==> config.mk <==
export PLATFORM = sky130hd
export DESIGN_NAME = mod_pow2_scale_seq_flat
export DESIGN_NICKNAME = d
export VERILOG_FILES = /design/src/rtl/mod_pow2_scale_seq_if.sv /design/src/rtl/mod_pow2_scale_seq.sv /design/src/flat_wrapper.sv
export SDC_FILE = /design/constraint.sdc
export NUM_CORES = 1
export LEC_CHECK = 0
export ABC_CLOCK_PERIOD_IN_PS = 1550
export CAP_MARGIN = 20
export CELL_PAD_IN_SITES_DETAIL_PLACEMENT = 1
export CELL_PAD_IN_SITES_GLOBAL_PLACEMENT = 2
export CORE_MARGIN = 8
export CORE_UTILIZATION = 27
export DETAILED_ROUTE_END_ITERATION = 12
export PLACE_DENSITY = 0.69
export SKIP_CTS_REPAIR_TIMING = 1
export SYNTH_ARGS = -nofsm -noshare
export SYNTH_HDL_FRONTEND = slang
export SYNTH_SLANG_ARGS = --single-unit
export TNS_END_PERCENT = 1
==> constraint.sdc <==
create_clock -name clk -period 1.55 [get_ports clk]
set_clock_uncertainty 0.1 [all_clocks]
set_input_delay 0.2325 -clock clk [delete_from_list [all_inputs] [get_ports clk]]
set_output_delay 0.2325 -clock clk [all_outputs]
set_load 0.01 [all_outputs]
==> src/rtl/mod_pow2_scale_seq_if.sv <==
// Handshake bundle for the modular power-of-two scaler: x in on valid/ready, z/err out on valid/ready.
// master drives x/in_valid/out_ready; slave (the scaler) drives the rest.
interface mod_pow2_scale_seq_if #(
  parameter int W = 6
);
  logic         in_valid;
  logic         in_ready;
  logic [W-1:0] x;
  logic         out_valid;
  logic         out_ready;
  logic [W-1:0] z;
  logic         busy;
  logic         err;

  modport master (
    output in_valid, x, out_ready,
    input  in_ready, out_valid, z, busy, err
  );

  modport slave (
    input  in_valid, x, out_ready,
    output in_ready, out_valid, z, busy, err
  );
endinterface

==> src/rtl/mod_pow2_scale_seq.sv <==
// z = (x * 2^K_EXP) mod M via K_EXP modular doublings; optional MOD_SCALE_RANGE_CHK_EN flags x >= M on err.
// Latency: out_valid K_EXP+1 cycles after x is presented; one result per K_EXP+2 cycles.
// Backpressure: in_ready low from accept until the result is taken; z/err held while out_ready is low.
module mod_pow2_scale_seq #(
  parameter int M     = 53,
  parameter int W     = 6,
  parameter int K_EXP = 6
) (
  input  logic                 clk,
  input  logic                 rst,
  mod_pow2_scale_seq_if.slave  s
);

  localparam int             CW       = (K_EXP > 0) ? $clog2(K_EXP + 1) : 1;
  localparam logic [CW-1:0]  CNT_LAST = (K_EXP > 0) ? CW'(K_EXP - 1) : '0;
  localparam logic [W:0]     MOD      = (W + 1)'(M);

  typedef enum logic [1:0] {
    IDLE = 2'd0,
    BUSY = 2'd1,
    DONE = 2'd2
  } state_t;

  state_t        state;
  logic [W-1:0]  r;
  logic [CW-1:0] cnt;
  logic [W:0]    dbl_d;
  logic [W-1:0]  dbl_r;
  logic          range_bad;

  // r < M keeps 2r < 2M, so one conditional subtract fully reduces it.
  always_comb begin
    dbl_d = {r, 1'b0};
    dbl_r = dbl_d[W-1:0];
    if (dbl_d >= MOD) begin
      dbl_r = W'(dbl_d - MOD);
    end
  end

`ifdef MOD_SCALE_RANGE_CHK_EN
  logic err_q;

  assign range_bad = ({1'b0, s.x} >= MOD);
  assign s.err     = err_q;
`else
  assign range_bad = 1'b0;
  assign s.err     = 1'b0;
`endif

  // All handshake outputs are registered decodes of the next state.
  always_ff @(posedge clk) begin
    if (rst) begin
      state       <= IDLE;
      s.in_ready  <= 1'b1;
      s.out_valid <= 1'b0;
      s.z         <= '0;
      s.busy      <= 1'b0;
      cnt         <= '0;
      r           <= '0;
`ifdef MOD_SCALE_RANGE_CHK_EN
      err_q       <= 1'b0;
`endif
    end else begin
      case (state)
        IDLE: begin
          if (s.in_valid) begin
            r          <= s.x;
            cnt        <= '0;
            s.in_ready <= 1'b0;
            s.busy     <= 1'b1;
`ifdef MOD_SCALE_RANGE_CHK_EN
            err_q      <= range_bad;
`endif
            if (range_bad) begin
              state       <= DONE;
              s.out_valid <= 1'b1;
              s.z         <= '0;
            end else if (K_EXP == 0) begin
              state       <= DONE;
              s.out_valid <= 1'b1;
              s.z         <= s.x;
            end else begin
              state <= BUSY;
            end
          end
        end

        BUSY: begin
          r   <= dbl_r;
          cnt <= cnt + CW'(1);
          if (cnt == CNT_LAST) begin
            state       <= DONE;
            s.out_valid <= 1'b1;
            s.z         <= dbl_r;
          end
        end

        DONE: begin
          if (s.out_ready) begin
            state       <= IDLE;
            s.out_valid <= 1'b0;
            s.in_ready  <= 1'b1;
            s.busy      <= 1'b0;
          end
        end

        default: begin
          state       <= IDLE;
          s.in_ready  <= 1'b1;
          s.out_valid <= 1'b0;
          s.busy      <= 1'b0;
        end
      endcase
    end
  end

endmodule

==> src/flat_wrapper.sv <==
// flat-port wrapper written by rule: the top's interface ports become plain ports
module mod_pow2_scale_seq_flat 
#(
  parameter int M     = 53,
  parameter int W     = 6,
  parameter int K_EXP = 6
)
  (clk, rst, s_in_valid, s_x, s_out_ready, s_in_ready, s_out_valid, s_z, s_busy, s_err);
  mod_pow2_scale_seq_if #(.W(W)) s_i ();
  input  logic clk;
  input  logic rst;
  input wire logic [$bits(s_i.in_valid)-1:0] s_in_valid;
  input wire logic [$bits(s_i.x)-1:0] s_x;
  input wire logic [$bits(s_i.out_ready)-1:0] s_out_ready;
  output wire logic [$bits(s_i.in_ready)-1:0] s_in_ready;
  output wire logic [$bits(s_i.out_valid)-1:0] s_out_valid;
  output wire logic [$bits(s_i.z)-1:0] s_z;
  output wire logic [$bits(s_i.busy)-1:0] s_busy;
  output wire logic [$bits(s_i.err)-1:0] s_err;
  assign s_i.in_valid = s_in_valid;
  assign s_i.x = s_x;
  assign s_i.out_ready = s_out_ready;
  assign s_in_ready = s_i.in_ready;
  assign s_out_valid = s_i.out_valid;
  assign s_z = s_i.z;
  assign s_busy = s_i.busy;
  assign s_err = s_i.err;
  mod_pow2_scale_seq #(.M(M), .W(W), .K_EXP(K_EXP)) u_core (.clk(clk), .rst(rst), .s(s_i));
endmodule
Word level (Yosys, flattened, before mapping)
Cells that the tools add are included.
- logic and storage cells: 42
- input bits: 10
- register bits after elaboration: 20
- output and inout bits: 10
- equal/unequal tests: 6
- reduce and logical (&&, ||, !) cells: 7
- bitwise gates (word level): 2
- multiplexer cells: 17
- order comparisons: 1
- $add $sub $neg: 2
- operators with widths (cell ; number):
    $mux W6 ; 2
    $pmux W6 S2 ; 1
    $pmux W1 S3 ; 3
    $reduce_and A3 Y1 ; 3
    $ge A7 B6 Y1 const B ; 1
    $mux W2 ; 3
    $pmux W2 S3 ; 1
    $pmux W3 S2 ; 1
    $sub A6 B6 Y6 const B ; 1
    $mux W1 ; 5
    $ne A2 B2 Y1 const B ; 2
    $reduce_and A2 Y1 ; 2
    $add A3 B1 Y3 const B ; 1
    $eq A3 B3 Y1 const B ; 1
    $mux W3 ; 1
    $eq A2 B1 Y1 const B ; 1
    $eq A2 B2 Y1 const B ; 1
    $logic_not A2 Y1 ; 1
    $ne A2 B1 Y1 const B ; 1
    $not A1 Y1 ; 2
    $reduce_bool A2 Y1 ; 1

Logic depth before layout (Yosys ltp)
- depth after elaboration: 3
- mapped depth: 6
- gate-level depth less buffers: 5

Worst setup path before layout
Ideal clock, no wire load.
- path kind: register to register
- start point: reg u_core.r[0]
- end point: reg u_core.r[2]
- buffers on the path: 0
- path slack: 10 ps
- data required time: 1322 ps
- data arrival time: 1312 ps
- library setup time: 128 ps
- period minus slack after synthesis: 1540 ps
- cell stages (with the launch flop): 6
- cells stage by stage: dfxtp_1 > ha_1 > o211a_4 > nor2_8 > mux2i_1 > a211oi_1
- word-level cells in the longest chain between the ends: 3
- elaborated cells between the ends (all ways): 4
- classes of those cells: 1 x add/sub; 1 x order compare; 2 x mux
- RTL lines (item ; RTL line ; RTL):
    start: declaration ; mod_pow2_scale_seq.sv:25 ; logic [W-1:0] r;
    start signal: assignment ; mod_pow2_scale_seq.sv:67 ; r <= s.x;
    start signal: assignment ; mod_pow2_scale_seq.sv:89 ; r <= dbl_r;
    $sub A6 B6 Y6 or $ge A7 B6 Y1 (tied branches) ; mod_pow2_scale_seq.sv:36, mod_pow2_scale_seq.sv:35 ;
    $mux W6 * ; mod_pow2_scale_seq.sv:35 ; if (dbl_d >= MOD) begin
    $pmux W6 S2 * ; mod_pow2_scale_seq.sv:64 ; case (state)
Every way passes the cells marked *; elsewhere a longest branch is shown, timed or not.
A chain may end at the register's enable or synchronous reset.

Worst setup path after layout
- start point: reg u_core.r[1]
- end point: reg u_core.r[2]
The elaborated chain is that of the path after synthesis.

==> results.md <==
Placement:
- After detailed placement, the total cell area comes to ~1400 µm².
- The placed cell count is 192.
- Routability-driven placement finished with a final weighted congestion of ~0.81.
- Input and output buffers added on the ports amount to 18.
- The HPWL after detailed placement is 2436 µm.

Detailed routing:
- In the routed layout, each cell is associated on average with a via count of 4.985.
- The routed wirelength normalized by instance count is 15.64 µm.
- The violation count after the first detailed-route iteration is 51.
- In the routed design, unresolved DRC markers number 0.
- The total length of routed wires is between 3000 and 4000 µm.
- The via total after detailed routing is 977.
- Once detail routing completed, the nets flagged for antenna violations numbered 0.
- The iteration count of the initial detailed-routing pass is 4.

Worst setup path:
- The worst setup path is captured at a flip-flop.
- The largest individual stage delay along the critical path comes from the cell sky130_fd_sc_hd__dfxtp_2.
- In this design, the stage delay of the slowest critical-path cell is approximately 0.34 ns.
- The critical path contains buffers and inverters numbering 0 combined.
- STA puts the critical path data arrival time at about 1.6 ns.
- Walking the worst path, the cells encountered are ha_4, o211a_4, nor2_8, mux2i_4, a211oi_2.
- On the critical path the largest part of the delay comes from compound AO/OA/AOI/OAI gates.
- The critical-path maximum fanout is 5.
- At the worst endpoint, the required time is between 1.5 and 2 ns.
- The startpoint kind of the worst setup timing path is a flip-flop.
- The worst setup path is of the flip-flop to flip-flop kind.

CTS:
- Clock-pin slew was measured on the worst setup and hold paths at 0.08 ns.
- The clock tree from TritonCTS is built.
- CTS saw 20 sinks.
- The TritonCTS buffer count is 3.
- The insertion delay of the later-clocked pin in the worst-skew pair is ~0.27 ns.
- The cell at the root of the clock tree is sky130_fd_sc_hd__clkbuf_8.
- CTS built an H-tree with a depth of 1.
- Counting along the longest clock path gives a buffer depth of 2.

Timing:
- The part of the cycle the worst path needs is 99.31%.
- The count of final hold-check violations came to 0.
- Setup repair after global routing could not meet its margin everywhere.
- The time the final worst path needs with I/O delays and setup is 1.539 ns.
- Setup violations remaining at the end of the flow were counted as 0.
- The number of slew-limit violations in the final report is 0.
- Setup total negative slack on the finished layout was measured at 0 ns.
- Hold timing on the final database bottoms out at a slack of 0.3638 ns.
- Based on the critical path, the design can be clocked at up to roughly 650 MHz.

Yosys:
- Dividing the synthesized area by the synthesized cell count gives 9.290 µm².
- The flip-flop cell with the highest count after synthesis is sky130_fd_sc_hd__dfxtp_1.
- Sorting the synthesized cells by how often they occur yields sky130_fd_sc_hd__dfxtp_1, sky130_fd_sc_hd__nor2_1, sky130_fd_sc_hd__a21oi_1.
- The part of the Yosys area used for sequential elements is 38.14%.
- The number of flops mapped to enable cells by yosys is 0.
- The fraction of synthesis flops using an asynchronous set or reset pin is 0%.
- Yosys instantiated no cell more often than sky130_fd_sc_hd__dfxtp_1.
- After synthesis the netlist holds a flip-flop and latch count of 20.
- The instance count of the mapped netlist is 113.
- The cell type contributing the most total cell area after synthesis is sky130_fd_sc_hd__dfxtp_1.
- The warning count from the yosys run is 0.
- The fraction of synthesized cell area taken by the top area cell type is roughly two fifths.
- Synthesis instantiated 41 different standard cells from the library.
- Yosys attributes the largest share of cell area to sky130_fd_sc_hd__dfxtp_1, sky130_fd_sc_hd__a211oi_2, sky130_fd_sc_hd__a21oi_1, sky130_fd_sc_hd__nor2_1, sky130_fd_sc_hd__ha_1.
- The number of nets in the synthesized netlist is 126.
- The synthesized netlist occupies a cell area of 1050 µm².

Power and ir drop:
- VDD sags by at most 264.0 µV.
- The leakage power total is about 0.00058 µW.
- For this design the ratio of total power to cell area is between 800 and 900 nW/µm².

Cells and area:
- The post-route netlist has around a third of its cells at a drive strength greater than 1.
- The layout-stage area growth over the synthesis result is 41.48%.
- The final non-filler cell total is 196.
- The final core area utilization is between 40 and 50%.
- The area of all placed cells without fillers is 1485 µm².
- The number of diodes added for antenna fixing is 0.
- The final net count is around 160.

Outcome:
- The flow ran to the end, and the final reports show no timing, DRC or antenna violations.

Job:
- Max-cap violations in this run came to 0.

Floorplanning:
- For this configuration, the core starts out at a cell density of between 20% and 30%.
- The boundary pin count is 20.
- The die area is 6140 µm².
- From left edge to right edge, the die measures 78.36 µm.
- In this run the standard cell core region covers 3689 µm².
- The initialized floorplan defines 22 standard-cell rows.
- The die span in y is 78.36 µm.

Min path:
- The path category of the worst min-delay check is flip-flop to flip-flop.

Global route:
- The total congestion overflow after global routing is 0.
- The first global-routing pass estimated 5161 µm of wire.
- In the global route stage, overall resource usage came out at 10.51%.
- The initial antenna violation count is 0.
- The maximum number of pins on one net before global-route repair is 12.
- The via count of the first global-routing pass is between 1000 and 1500.
-- cells in the final DEF, fill, tap and decap left out, types with 2 or more instances in the layout --
master	n
sky130_fd_sc_hd__inv_2	2
sky130_fd_sc_hd__dfxtp_2	2
sky130_fd_sc_hd__o21ai_1	2
sky130_fd_sc_hd__a211oi_1	3
sky130_fd_sc_hd__a22oi_1	2
sky130_fd_sc_hd__buf_4	21
sky130_fd_sc_hd__nor2_1	11
sky130_fd_sc_hd__dfxtp_1	18
sky130_fd_sc_hd__o21ai_0	5
sky130_fd_sc_hd__inv_1	3
sky130_fd_sc_hd__ha_1	2
sky130_fd_sc_hd__nand2b_1	3
sky130_fd_sc_hd__a21oi_1	9
sky130_fd_sc_hd__clkdlybuf4s50_1	17
sky130_fd_sc_hd__a211oi_2	5
sky130_fd_sc_hd__clkbuf_8	4
sky130_fd_sc_hd__o32ai_1	2
sky130_fd_sc_hd__nor3_1	2
sky130_fd_sc_hd__o22a_1	4
sky130_fd_sc_hd__o221ai_1	2
sky130_fd_sc_hd__nand2_1	4
sky130_fd_sc_hd__nor2_2	4
-- cells by family after synthesis --
logic type,count (synthesis),share of synthesized area [%]
flops,20,38.14
simple gates,31,17.04
compound gates,42,30.87
fa+ha+maj,3,3.576
buf+inv,13,7.151
xor+xnor,1,0.8345
other cells,1,0.3572
mux,2,2.026
-- where the power goes --
part / switching [µW] / leakage (µW) / internal (µW) / total (µW)
Sequential: 29.0 / 0.000164 / 541 / 570
Combinational: 135 / 0.000385 / 148 / 282
Clock: 188 / 0.0000288 / 227 / 415
Total: 352 / 0.000578 / 915 / 1270
-- per-layer routing --
metal	wire length (µm)	global-route usage [%]	up-vias	part of all wire, %
li1	-	-	479	-
met1	1357	12.08	475	44
met2	1505	18.06	18	49
met3	154	2.961	5	5.0
met4	49	3.889	0	1.6
met5	0	0	-	0
-- flip-flops by register name (all words and copies together), names as in the netlist --
name,cells
u_core.state,2
u_core.s.out_valid,1
u_core.cnt,3
u_core.s.z,6
u_core.s.in_ready,1
u_core.s.busy,1
u_core.r,6
-- worst paths after layout --
check             slack [ns]  cells after the start                       startpoint                         endpoint
setup / recovery        0.01                      5         u_core.r[1]$_SDFFE_PP0P_         u_core.r[2]$_SDFFE_PP0P_
hold reg to reg         0.36                      2  u_core.s.out_valid$_SDFFE_PP0P_  u_core.s.out_valid$_SDFFE_PP0P_
setup reg to reg        0.01                      5         u_core.r[1]$_SDFFE_PP0P_         u_core.r[2]$_SDFFE_PP0P_
hold / removal          0.36                      2  u_core.s.out_valid$_SDFFE_PP0P_  u_core.s.out_valid$_SDFFE_PP0P_
-- layout make-up --
class,count,area (µm²)
multi-input cells,80,608.1
inverters,5,18.77
repair buffers,39,340.3
fillers,438,2203
well taps,48,60.06
flip-flops and latches,20,402.9
clock buffers,4,55.05
-- per-stage QoR --
step | worst slack, ns | power, µW
2_1_floorplan | 0.01008 | 715.5
3_3_place_gp | -0.08347 | 836.2
3_5_place_dp | -0.07238 | 844.6
4_1_cts | -0.09461 | 1271
5_1_grt | -0.03596 | 1334
6_report | 0.01075 | 1267
-- worst register-to-register path: stages (launching register included) --
cell                       delay (ns)
sky130_fd_sc_hd__dfxtp_2         0.34
sky130_fd_sc_hd__ha_4            0.16
sky130_fd_sc_hd__o211a_4         0.27
sky130_fd_sc_hd__nor2_8          0.16
sky130_fd_sc_hd__mux2i_4         0.29
sky130_fd_sc_hd__a211oi_2        0.10
Note: power is estimated with default switching activity, not from simulation.
